File: config.mk
export PLATFORM = sky130hd
export DESIGN_NAME = ma_access_unit
export DESIGN_NICKNAME = d
export VERILOG_FILES = /design/src/rtl/ma_access_unit_pkg.sv /design/src/rtl/ma_timeout_counter.sv /design/src/rtl/ma_access_unit.sv
export SDC_FILE = /design/constraint.sdc
export NUM_CORES = 1
export LEC_CHECK = 0
export ABC_CLOCK_PERIOD_IN_PS = 11300
export CORE_ASPECT_RATIO = 0.8
export CORE_MARGIN = 3
export CORE_UTILIZATION = 60
export CTS_CLUSTER_SIZE = 20
export DETAILED_ROUTE_END_ITERATION = 10
export DONT_BUFFER_PORTS = 1
export GPL_ROUTABILITY_DRIVEN = 0
export GPL_TIMING_DRIVEN = 0
export PLACE_DENSITY = 0.8
export SETUP_SLACK_MARGIN = 0.5
export SLEW_MARGIN = 10
export SYNTH_ARGS = -nofsm -noshare
export SYNTH_HDL_FRONTEND = slang
export SYNTH_SLANG_ARGS = --single-unit
File: constraint.sdc
create_clock -name clk -period 11.3 [get_ports clk]
set_input_delay 1.695 -clock clk [delete_from_list [all_inputs] [get_ports clk]]
set_output_delay 1.695 -clock clk [all_outputs]
set_load 0.005 [all_outputs]
File: src/rtl/ma_access_unit_pkg.sv
// ---------------------------------------------------------------------------
// ma_access_unit_pkg
// Shared definitions for the memory-access stage: control-bus bit positions,
// the access FSM state type, the default abort timeout and a small helper
// that classifies a control-bus word as a memory operation.
// ---------------------------------------------------------------------------
package ma_access_unit_pkg;

  localparam int CB_W                   = 22;
  localparam int CB_IS_LD               = 15;
  localparam int CB_IS_ST               = 14;
  localparam int TIMEOUT_CYCLES_DEFAULT = 256;

  typedef enum logic [0:0] {
    ST_IDLE = 1'b0,
    ST_REQ  = 1'b1
  } ma_state_t;

  // A word is a memory access when it is a load, a store, or both.
  function automatic logic is_mem_op(input logic [CB_W-1:0] cb);
    return cb[CB_IS_LD] | cb[CB_IS_ST];
  endfunction

endpackage

File: src/rtl/ma_timeout_counter.sv
// ---------------------------------------------------------------------------
// ma_timeout_counter
// Counts cycles spent waiting for a memory acknowledge.
//   clk, rst : clock, asynchronous active-high reset
//   clear    : restart the count from zero (takes priority over enable)
//   enable   : advance the count by one this cycle
//   expired  : the count currently sits at TIMEOUT_CYCLES-1
// The count saturates at its terminal value so it can never wrap while the
// owner is still deciding what to do with the expiry.
// ---------------------------------------------------------------------------
module ma_timeout_counter
  import ma_access_unit_pkg::*;
#(
  parameter int TIMEOUT_CYCLES = TIMEOUT_CYCLES_DEFAULT
) (
  input  logic clk,
  input  logic rst,
  input  logic clear,
  input  logic enable,
  output logic expired
);

  localparam int            CW   = (TIMEOUT_CYCLES > 1) ? $clog2(TIMEOUT_CYCLES) : 1;
  localparam logic [CW-1:0] LAST = CW'(TIMEOUT_CYCLES - 1);

  logic [CW-1:0] r_count;

  // Wait-cycle counter: clear on a new access, count while enabled, saturate.
  always_ff @(posedge clk or posedge rst) begin
    if (rst) begin
      r_count <= {CW{1'b0}};
    end else if (clear) begin
      r_count <= {CW{1'b0}};
    end else if (enable && (r_count != LAST)) begin
      r_count <= r_count + CW'(1);
    end else begin
      r_count <= r_count;
    end
  end

  assign expired = (r_count == LAST);

endmodule

File: src/rtl/ma_access_unit.sv
// ---------------------------------------------------------------------------
// ma_access_unit
// Memory-access pipeline stage. Non-memory instructions pass to MA/RW in one
// cycle. Loads/stores are captured, presented on the data-memory port and
// held until mem_ack or until TIMEOUT_CYCLES request cycles elapse, at which
// point the access is aborted and the sticky mem_err flag is raised.
//   clk, rst                 : clock, asynchronous active-high reset
//   input_MA_* / in_valid    : EX/MA latch contents
//   stall_o                  : combinational freeze of the upstream latches
//   mem_req/we/addr/wdata    : registered data-memory request
//   mem_rdata/mem_ack        : memory response (ack is a one-cycle pulse)
//   output_MA_* / out_valid  : registered results, valid for one cycle
//   mem_err                  : sticky timeout flag
// ---------------------------------------------------------------------------
module ma_access_unit
  import ma_access_unit_pkg::*;
#(
  parameter int TIMEOUT_CYCLES = TIMEOUT_CYCLES_DEFAULT
) (
  input  logic             clk,
  input  logic             rst,
  input  logic [31:0]      input_MA_PC,
  input  logic [31:0]      input_MA_ALU_Result,
  input  logic [31:0]      input_MA_op2,
  input  logic [31:0]      input_MA_IR,
  input  logic [CB_W-1:0]  input_MA_controlBus,
  input  logic             in_valid,
  output logic             stall_o,
  output logic             mem_req,
  output logic             mem_we,
  output logic [31:0]      mem_addr,
  output logic [31:0]      mem_wdata,
  input  logic [31:0]      mem_rdata,
  input  logic             mem_ack,
  output logic [31:0]      output_MA_PC,
  output logic [31:0]      output_MA_ALU_Result,
  output logic [31:0]      output_MA_ld_result,
  output logic [31:0]      output_MA_IR,
  output logic [CB_W-1:0]  output_MA_controlBus,
  output logic             out_valid,
  output logic             mem_err
);

  ma_state_t r_state;
  ma_state_t w_state_nxt;

  logic w_is_mem;
  logic w_is_st;
  logic w_accept_alu;
  logic w_accept_mem;
  logic w_done;
  logic w_stall;
  logic w_expired;
  logic w_cnt_enable;

  // Fields captured at acceptance and replayed to MA/RW on completion.
  // The ALU result lives in r_mem_addr, which already holds it.
  logic [31:0]     r_cap_pc;
  logic [31:0]     r_cap_ir;
  logic [CB_W-1:0] r_cap_cb;

  logic            r_mem_req;
  logic            r_mem_we;
  logic [31:0]     r_mem_addr;
  logic [31:0]     r_mem_wdata;

  logic [31:0]     r_out_pc;
  logic [31:0]     r_out_alu;
  logic [31:0]     r_out_ld;
  logic [31:0]     r_out_ir;
  logic [CB_W-1:0] r_out_cb;
  logic            r_out_valid;
  logic            r_mem_err;

  assign w_is_mem     = is_mem_op(input_MA_controlBus);
  // A word flagged as both load and store is handled as a store.
  assign w_is_st      = input_MA_controlBus[CB_IS_ST];
  // The counter only advances on request cycles that end without an ack.
  assign w_cnt_enable = (r_state == ST_REQ) && !mem_ack;

  ma_timeout_counter #(
    .TIMEOUT_CYCLES (TIMEOUT_CYCLES)
  ) u_timeout (
    .clk     (clk),
    .rst     (rst),
    .clear   (w_accept_mem),
    .enable  (w_cnt_enable),
    .expired (w_expired)
  );

  // State register.
  always_ff @(posedge clk or posedge rst) begin
    if (rst) begin
      r_state <= ST_IDLE;
    end else begin
      r_state <= w_state_nxt;
    end
  end

  // Next-state, stall and transaction-event decode.
  always_comb begin
    w_state_nxt  = r_state;
    w_stall      = 1'b0;
    w_accept_alu = 1'b0;
    w_accept_mem = 1'b0;
    w_done       = 1'b0;
    case (r_state)
      ST_IDLE: begin
        if (in_valid && w_is_mem) begin
          w_accept_mem = 1'b1;
          w_stall      = 1'b1;
          w_state_nxt  = ST_REQ;
        end else if (in_valid) begin
          w_accept_alu = 1'b1;
        end else begin
          w_state_nxt  = ST_IDLE;
        end
      end
      ST_REQ: begin
        // Ack and abort both release the pipeline this cycle; an ack that
        // lands on the expiry cycle still completes normally.
        if (mem_ack || w_expired) begin
          w_done      = 1'b1;
          w_state_nxt = ST_IDLE;
        end else begin
          w_stall     = 1'b1;
        end
      end
      default: begin
        w_state_nxt = ST_IDLE;
      end
    endcase
  end

  // Capture, memory request and MA/RW result registers.
  always_ff @(posedge clk or posedge rst) begin
    if (rst) begin
      r_cap_pc    <= 32'd0;
      r_cap_ir    <= 32'd0;
      r_cap_cb    <= {CB_W{1'b0}};
      r_mem_req   <= 1'b0;
      r_mem_we    <= 1'b0;
      r_mem_addr  <= 32'd0;
      r_mem_wdata <= 32'd0;
      r_out_pc    <= 32'd0;
      r_out_alu   <= 32'd0;
      r_out_ld    <= 32'd0;
      r_out_ir    <= 32'd0;
      r_out_cb    <= {CB_W{1'b0}};
      r_out_valid <= 1'b0;
      r_mem_err   <= 1'b0;
    end else begin
      r_out_valid <= 1'b0;
      if (w_accept_alu) begin
        r_out_pc    <= input_MA_PC;
        r_out_alu   <= input_MA_ALU_Result;
        r_out_ld    <= 32'd0;
        r_out_ir    <= input_MA_IR;
        r_out_cb    <= input_MA_controlBus;
        r_out_valid <= 1'b1;
      end else if (w_accept_mem) begin
        r_cap_pc    <= input_MA_PC;
        r_cap_ir    <= input_MA_IR;
        r_cap_cb    <= input_MA_controlBus;
        r_mem_addr  <= input_MA_ALU_Result;
        r_mem_wdata <= input_MA_op2;
        r_mem_we    <= w_is_st;
        r_mem_req   <= 1'b1;
      end else if (w_done) begin
        r_mem_req   <= 1'b0;
        r_out_pc    <= r_cap_pc;
        r_out_alu   <= r_mem_addr;
        r_out_ir    <= r_cap_ir;
        r_out_cb    <= r_cap_cb;
        r_out_valid <= 1'b1;
        // Only an acknowledged load returns data; stores and aborts give 0.
        if (mem_ack && !r_mem_we) begin
          r_out_ld <= mem_rdata;
        end else begin
          r_out_ld <= 32'd0;
        end
        if (!mem_ack) begin
          r_mem_err <= 1'b1;
        end else begin
          r_mem_err <= r_mem_err;
        end
      end else begin
        r_mem_req <= r_mem_req;
      end
    end
  end

  assign stall_o              = w_stall;
  assign mem_req              = r_mem_req;
  assign mem_we               = r_mem_we;
  assign mem_addr             = r_mem_addr;
  assign mem_wdata            = r_mem_wdata;
  assign output_MA_PC         = r_out_pc;
  assign output_MA_ALU_Result = r_out_alu;
  assign output_MA_ld_result  = r_out_ld;
  assign output_MA_IR         = r_out_ir;
  assign output_MA_controlBus = r_out_cb;
  assign out_valid            = r_out_valid;
  assign mem_err              = r_mem_err;

endmodule

==> flow_metrics.py, run 1 <==
metrics = {
    "routing": {
        "vias_per_cell": 6.07,
        "drt_first_iter_violations": 752,
        "routed-via-count": 9482,
        "wl_um": 35500,
        "postRouteAntennaNets": 0,
        "firstDrtPassIters": 6,
        "wl_per_cell_um": 22.8,
        "drc_errors": 0,
    },
    "critical_path": {
        "critPathCaptureType": "output port",
        "crit_start": "input_MA_controlBus[14]",
        "start_kind": "input pin",
        "reg2reg_to": "mem_addr[30]$_DFFE_PP0P_",
        "critical_path_class": "input pin to output port",
        "r2r_slack_ns": 8.70,
        "crit_path_end": "stall_o",
        "worstPathRequired_ns": 9.61,
        "r2r_cells": 7,
        "path_max_fanout": 10,
        "crit-reg2reg-launch": "r_state$_DFF_PP0_",
        "arrival_ns": 3.80,
    },
    "clock_tree": {
        "cts_setup_buffers": 0,
        "cts.htree.levels": 1,
        "cts_root_buffer": "clkbuf_16",
        "cts_resized": 0,
        "clk_pin_slew_ns": 0.06,
        "cts_tree": "yes",
        "cts_hold_buf": 0,
        "cts_sinks": 312,
        "cts-buffers-inserted": 30,
        "clockBufferDepth": 3,
        "clock_latency_ns": 0.54,
    },
    "logic_synthesis": {
        "synthArstFlopShare_pct": 100,
        "synth_area_um2": 12800,
        "synth-main-ff-cell": "dfrtp_1",
        "syn-num-nets": 1422,
        "synth_cell_types": 35,
        "synth-edff-count": 0,
        "avgSynthCellArea_um2": 10.3,
        "netlist_instances": 1235,
        "ys_ff_latch": 312,
        "ys_warn_count": 0,
        "ys_seq_area_share_pct": 61.2,
    },
    "timing": {
        "hold_violations": 0,
        "tightest_slew_ns": 0.964,
        "period_share_pct": 48.6,
        "max_freq_ghz": 0.182,
        "period_minus_slack_ns": 5.49,
        "setup_viol": 0,
        "fin_tns_setup_ns": 0,
        "slew_headroom_pct": 35.3,
        "fin_skew_ns": 0.00954,
        "slew_violations": 0,
        "rsz0062_at_grt": "no",
    },
    "final_layout": {
        "area_delta_synth_final_pct": 11.3,
        "diodes": 0,
        "layout_common_cells": "nand2_1, dfrtp_1, and2_1, a221o_1, clkbuf_1",
        "final_util_pct": 68.4,
        "drive_gt1_share_pct": 9.13,
        "fin_nets": 1456,
        "n_fill_cell": 1559,
        "final_common_cell": "nand2_1",
    },
    "floorplanning": {
        "row_count": 47,
        "dieArea_um2": 23100,
        "core_area_um2": 20800,
        "io_pins": 405,
        "die_h_um": 136,
        "initial_core_util_pct": 61.4,
        "die_x_um": 169,
    },
    "global_routing": {
        "gr-total-overflow": 0,
        "grt_max_degree": 114,
        "grt_first_pass_wirelength_um": 53600,
        "grt_antenna_before_repair": 0,
        "grt_pass1_vias": 9280,
        "grtUsageTotal_pct": 29.8,
    },
    "status": {
        "status": "completed",
    },
    "power_and_ir_drop": {
        "p_leak_nw": 7.07,
        "pwr_density_cell_nw_per_um2": 219,
        "ir_worst_vdd_mv": 0.156,
    },
    "placement": {
        "dp_hpwl_um": 25500,
        "portBuffers": 0,
    },
    "job": {
        "cap_viol_max_count": 0,
    },
    "worst_hold_path": {
        "hp-class": "register to register",
    },
}
## final cells by class
type | instances | area, um2 | share of cell area (%)
Tap cell | 269 | 337 | 2.37
Sequential cell | 312 | 7810 | 55.0
Inverter | 4 | 22.5 | 0.159
Multi-Input combinational cell | 829 | 4480 | 31.6
Timing Repair Buffer | 2 | 55.1 | 0.388
Buffer | 90 | 450 | 3.17
Clock buffer | 43 | 901 | 6.35
Clock inverter | 12 | 141 | 0.996
## sequential cells by signal (all words and copies together) (netlist names)
| name | count |
|---|---|
| output_MA_PC | 32 |
| r_cap_pc | 32 |
| mem_wdata | 32 |
| output_MA_controlBus | 22 |
| out_valid | 1 |
| r_cap_ir | 32 |
| output_MA_IR | 32 |
| output_MA_ld_result | 32 |
| mem_err | 1 |
| output_MA_ALU_Result | 32 |
| r_state | 1 |
| mem_addr | 32 |
| r_cap_cb | 22 |
| mem_req | 1 |
| u_timeout.r_count | 8 |
## layer usage
metal / track usage (%) / part of all wire [%]
met5: 0 / 0
met1: 36.8 / 36
met4: 9.01 / 3.2
met3: 9.97 / 11
met2: 50.3 / 49
## critical path, stage by stage
cell and delay (ns):
o21ai_1 0.74, clkbuf_1 0.69, clkbuf_1 0.45, nand2_1 0.21
## stage by stage
stage	std cells	hold slack [ns]	total power (W)	instance area, um2	setup WS, ns
detailed placement	1506	0.463	0.00209	13200	5.81
global route	1561	0.491	0.00326	14200	5.66
floorplan	1235	0.438	0.00190	12800	0.976
global placement	1504	0.457	0.00206	13100	-2.26
finish	1561	0.478	0.00311	14200	5.81
CTS	1561	0.478	0.00313	14200	5.81
## cells in the mapped netlist, types with 2 or more instances
library cell | n | area (um2)
clkbuf_1 | 53 | 199
and2_1 | 117 | 732
buf_6 | 9 | 101
nand2_1 | 488 | 1830
o21ai_0 | 4 | 20.0
a221o_1 | 116 | 1160
buf_4 | 4 | 30.0
nor3_1 | 2 | 10.0
nor2_1 | 3 | 11.3
nand2b_1 | 2 | 12.5
inv_1 | 4 | 15.0
or4_1 | 2 | 15.0
o211ai_1 | 2 | 15.0
a21oi_1 | 34 | 170
nand3_1 | 5 | 25.0
a31o_2 | 24 | 210
dfrtp_1 | 312 | 7810
a31o_1 | 10 | 87.6
o31ai_1 | 4 | 30.0
buf_2 | 24 | 120
and3_1 | 2 | 12.5
## cells by family after synthesis
| logic type | Yosys count | synth area share [%] |
|---|---|---|
| compound gates | 200 | 13.7 |
| xor+xnor | 1 | 0.0687 |
| fa+ha+maj | 1 | 0.0981 |
| buf+inv | 94 | 3.65 |
| flops | 312 | 61.2 |
| mux | 1 | 0.0785 |
| simple gates | 626 | 21.2 |
## how the worst min path moves through the flow
stage                                  start                       end  cells past startpoint
floorplan           r_cap_cb[15]$_DFFE_PP0P_  r_cap_cb[15]$_DFFE_PP0P_                      2
global placement    r_cap_ir[23]$_DFFE_PP0P_  r_cap_ir[23]$_DFFE_PP0P_                      2
detailed placement  r_cap_pc[25]$_DFFE_PP0P_  r_cap_pc[25]$_DFFE_PP0P_                      2
CTS                 r_cap_pc[25]$_DFFE_PP0P_  r_cap_pc[25]$_DFFE_PP0P_                      2
global route        r_cap_ir[28]$_DFFE_PP0P_  r_cap_ir[28]$_DFFE_PP0P_                      2
finish              r_cap_pc[30]$_DFFE_PP0P_  r_cap_pc[30]$_DFFE_PP0P_                      2
## where the power goes
group          total (W)  leakage [nW]  internal, W  switching (W)
Combinational   0.000432          2.61     0.000200       0.000231
Clock            0.00104         0.524     0.000621       0.000416
Sequential       0.00165          3.93      0.00138       0.000260
Total            0.00311          7.07      0.00221       0.000907
Power figures use the tool's default switching activity.
==> inputs of run 2 (changes only) <==
ABC_CLOCK_PERIOD_IN_PS = 5700   (was 11300)
clock period = 5.7 ns   (was 11.3 ns; I/O delays follow)
==> run 2 against run 1 <==
Sequential power rose by 98%. Worst hold slack worse by 0.27 ns. Power grew 98%. Core utilization grew 0.45 points. Via count grew 0.35%. Die area is the same. Register-to-register slack worse by 5.6 ns. Clock skew rose by 0.0029 ns. Setup slack lost 3.9 ns. Critical path type unchanged.
==> flow_metrics.py, run 2 (synthesis results as in run 1) <==
metrics = {
    "clock_tree": {
        "cts_setup_buffers": 0,
        "cts_root_buffer": "clkbuf_16",
        "cts_hold_buf": 0,
        "cts.htree.levels": 1,
        "clock_latency_ns": 0.54,
        "cts_sinks": 312,
        "clk_pin_slew_ns": 0.06,
        "cts_tree": "yes",
        "cts-buffers-inserted": 30,
        "cts_resized": 0,
        "clockBufferDepth": 3,
    },
    "floorplanning": {
        "row_count": 47,
        "initial_core_util_pct": 61.4,
        "die_h_um": 136,
        "dieArea_um2": 23100,
        "core_area_um2": 20800,
        "io_pins": 405,
        "die_x_um": 169,
    },
    "global_routing": {
        "grtUsageTotal_pct": 30.3,
        "grt_first_pass_wirelength_um": 54900,
        "gr-total-overflow": 0,
        "grt_max_degree": 40,
        "grt_pass1_vias": 9522,
        "grt_antenna_before_repair": 0,
    },
    "timing": {
        "fin_skew_ns": 0.0125,
        "max_freq_ghz": 0.262,
        "period_minus_slack_ns": 3.82,
        "hold_violations": 0,
        "rsz0062_at_grt": "no",
        "period_share_pct": 66.9,
        "tightest_slew_ns": 1.03,
        "slew_headroom_pct": 30.8,
        "setup_viol": 0,
        "slew_violations": 0,
    },
    "power_and_ir_drop": {
        "p_leak_nw": 7.10,
        "pwr_density_cell_nw_per_um2": 432,
        "ir_worst_vdd_mv": 0.331,
    },
    "placement": {
        "dpl-instance-area_um2": 13300,
        "portBuffers": 0,
        "dp_hpwl_um": 26100,
    },
    "critical_path": {
        "critical_path_class": "input pin to output port",
        "worstPathRequired_ns": 4.85,
        "critPathCaptureType": "output port",
        "path_max_fanout": 10,
        "arrival_ns": 2.96,
        "start_kind": "input pin",
    },
    "final_layout": {
        "layout_common_cells": "nand2_1, dfrtp_1, and2_1, a221o_1, clkbuf_1",
        "stdcell_area_um2": 14300,
        "diodes": 0,
        "final_common_cell": "nand2_1",
        "area_delta_synth_final_pct": 12.0,
        "final_util_pct": 68.8,
        "n_fill_cell": 1510,
        "drive_gt1_share_pct": 9.41,
        "fin_nets": 1463,
    },
    "routing": {
        "routed-via-count": 9515,
        "wl_per_cell_um": 22.9,
        "postRouteAntennaNets": 0,
        "firstDrtPassIters": 5,
        "vias_per_cell": 6.08,
        "wl_um": 35900,
        "drt_first_iter_violations": 797,
        "drc_errors": 0,
    },
    "status": {
        "status": "completed",
    },
    "job": {
        "cap_viol_max_count": 0,
    },
    "worst_hold_path": {
        "hp-class": "input pin to asynchronous set/reset pin",
    },
}
run 2: changes by cell type in the layout (fill, tap and decap cells not counted):
cell	change
clkbuf_8	-1
clkinvlp_4	+2
inv_8	-2
buf_12	+9
buf_16	-2
clkinv_2	-2
run 2: worst max-delay path, stage by stage:
cell and delay (ns):
o21ai_1 0.78, clkbuf_1 0.72, clkbuf_1 0.41, nand2_1 0.19
run 2: where the power goes:
group	leakage, nW	switching, W	total [W]	internal, W
clock	0.503	0.000821	0.00203	0.00121
sequential	3.93	0.000519	0.00326	0.00275
combinational	2.67	0.000467	0.000872	0.000406
run 2: final cells by class:
class | count | area (um2) | area share, %
Multi-Input combinational cell | 829 | 4480 | 31.4
Inverter | 4 | 18.8 | 0.131
Clock inverter | 10 | 128 | 0.893
Tap cell | 269 | 337 | 2.36
Sequential cell | 312 | 7810 | 54.6
Buffer | 90 | 450 | 3.15
Timing Repair Buffer | 9 | 180 | 1.26
Clock buffer | 42 | 887 | 6.21
run 2: worst paths after layout:
| check | to | start | cells after the start | slack [ns] |
|---|---|---|---|---|
| setup reg to reg | mem_wdata[30]$_DFFE_PP0P_ | r_state$_DFF_PP0_ | 7 | 3.11 |
| setup / recovery | stall_o | input_MA_controlBus[14] | 4 | 1.88 |
| hold / removal | output_MA_ld_result[25]$_DFFE_PP0P_ | rst | 1 | 0.20 |
| hold reg to reg | r_cap_pc[1]$_DFFE_PP0P_ | r_cap_pc[1]$_DFFE_PP0P_ | 2 | 0.48 |
| min in group clk | mem_err$_DFFE_PP0P_ | mem_ack | 1 | 0.40 |
| max in group asynchronous | output_MA_ALU_Result[29]$_DFFE_PP0P_ | rst | 4 | 4.43 |
run 2: metal layers:
metal	up-vias	part of all wire [%]	GRT usage [%]
li1	4265	-	-
met1	4722	38	37.5
met2	442	49	51.1
met3	86	9.3	9.39
met4	0	4.0	10.4
met5	-	0	0
run 2: stage by stage:
stage	setup WS [ns]	TNS (ns)	power, W	hold slack (ns)	std cells
2_1_floorplan	0.690	0	0.00377	0.438	1235
3_5_place_dp	1.93	0	0.00417	0.463	1513
4_1_cts	1.92	0	0.00620	0.199	1565
3_3_place_gp	-0.879	-263.82	0.00409	0.457	1504
6_report	1.88	0	0.00617	0.205	1565
5_1_grt	1.66	0	0.00645	0.223	1565
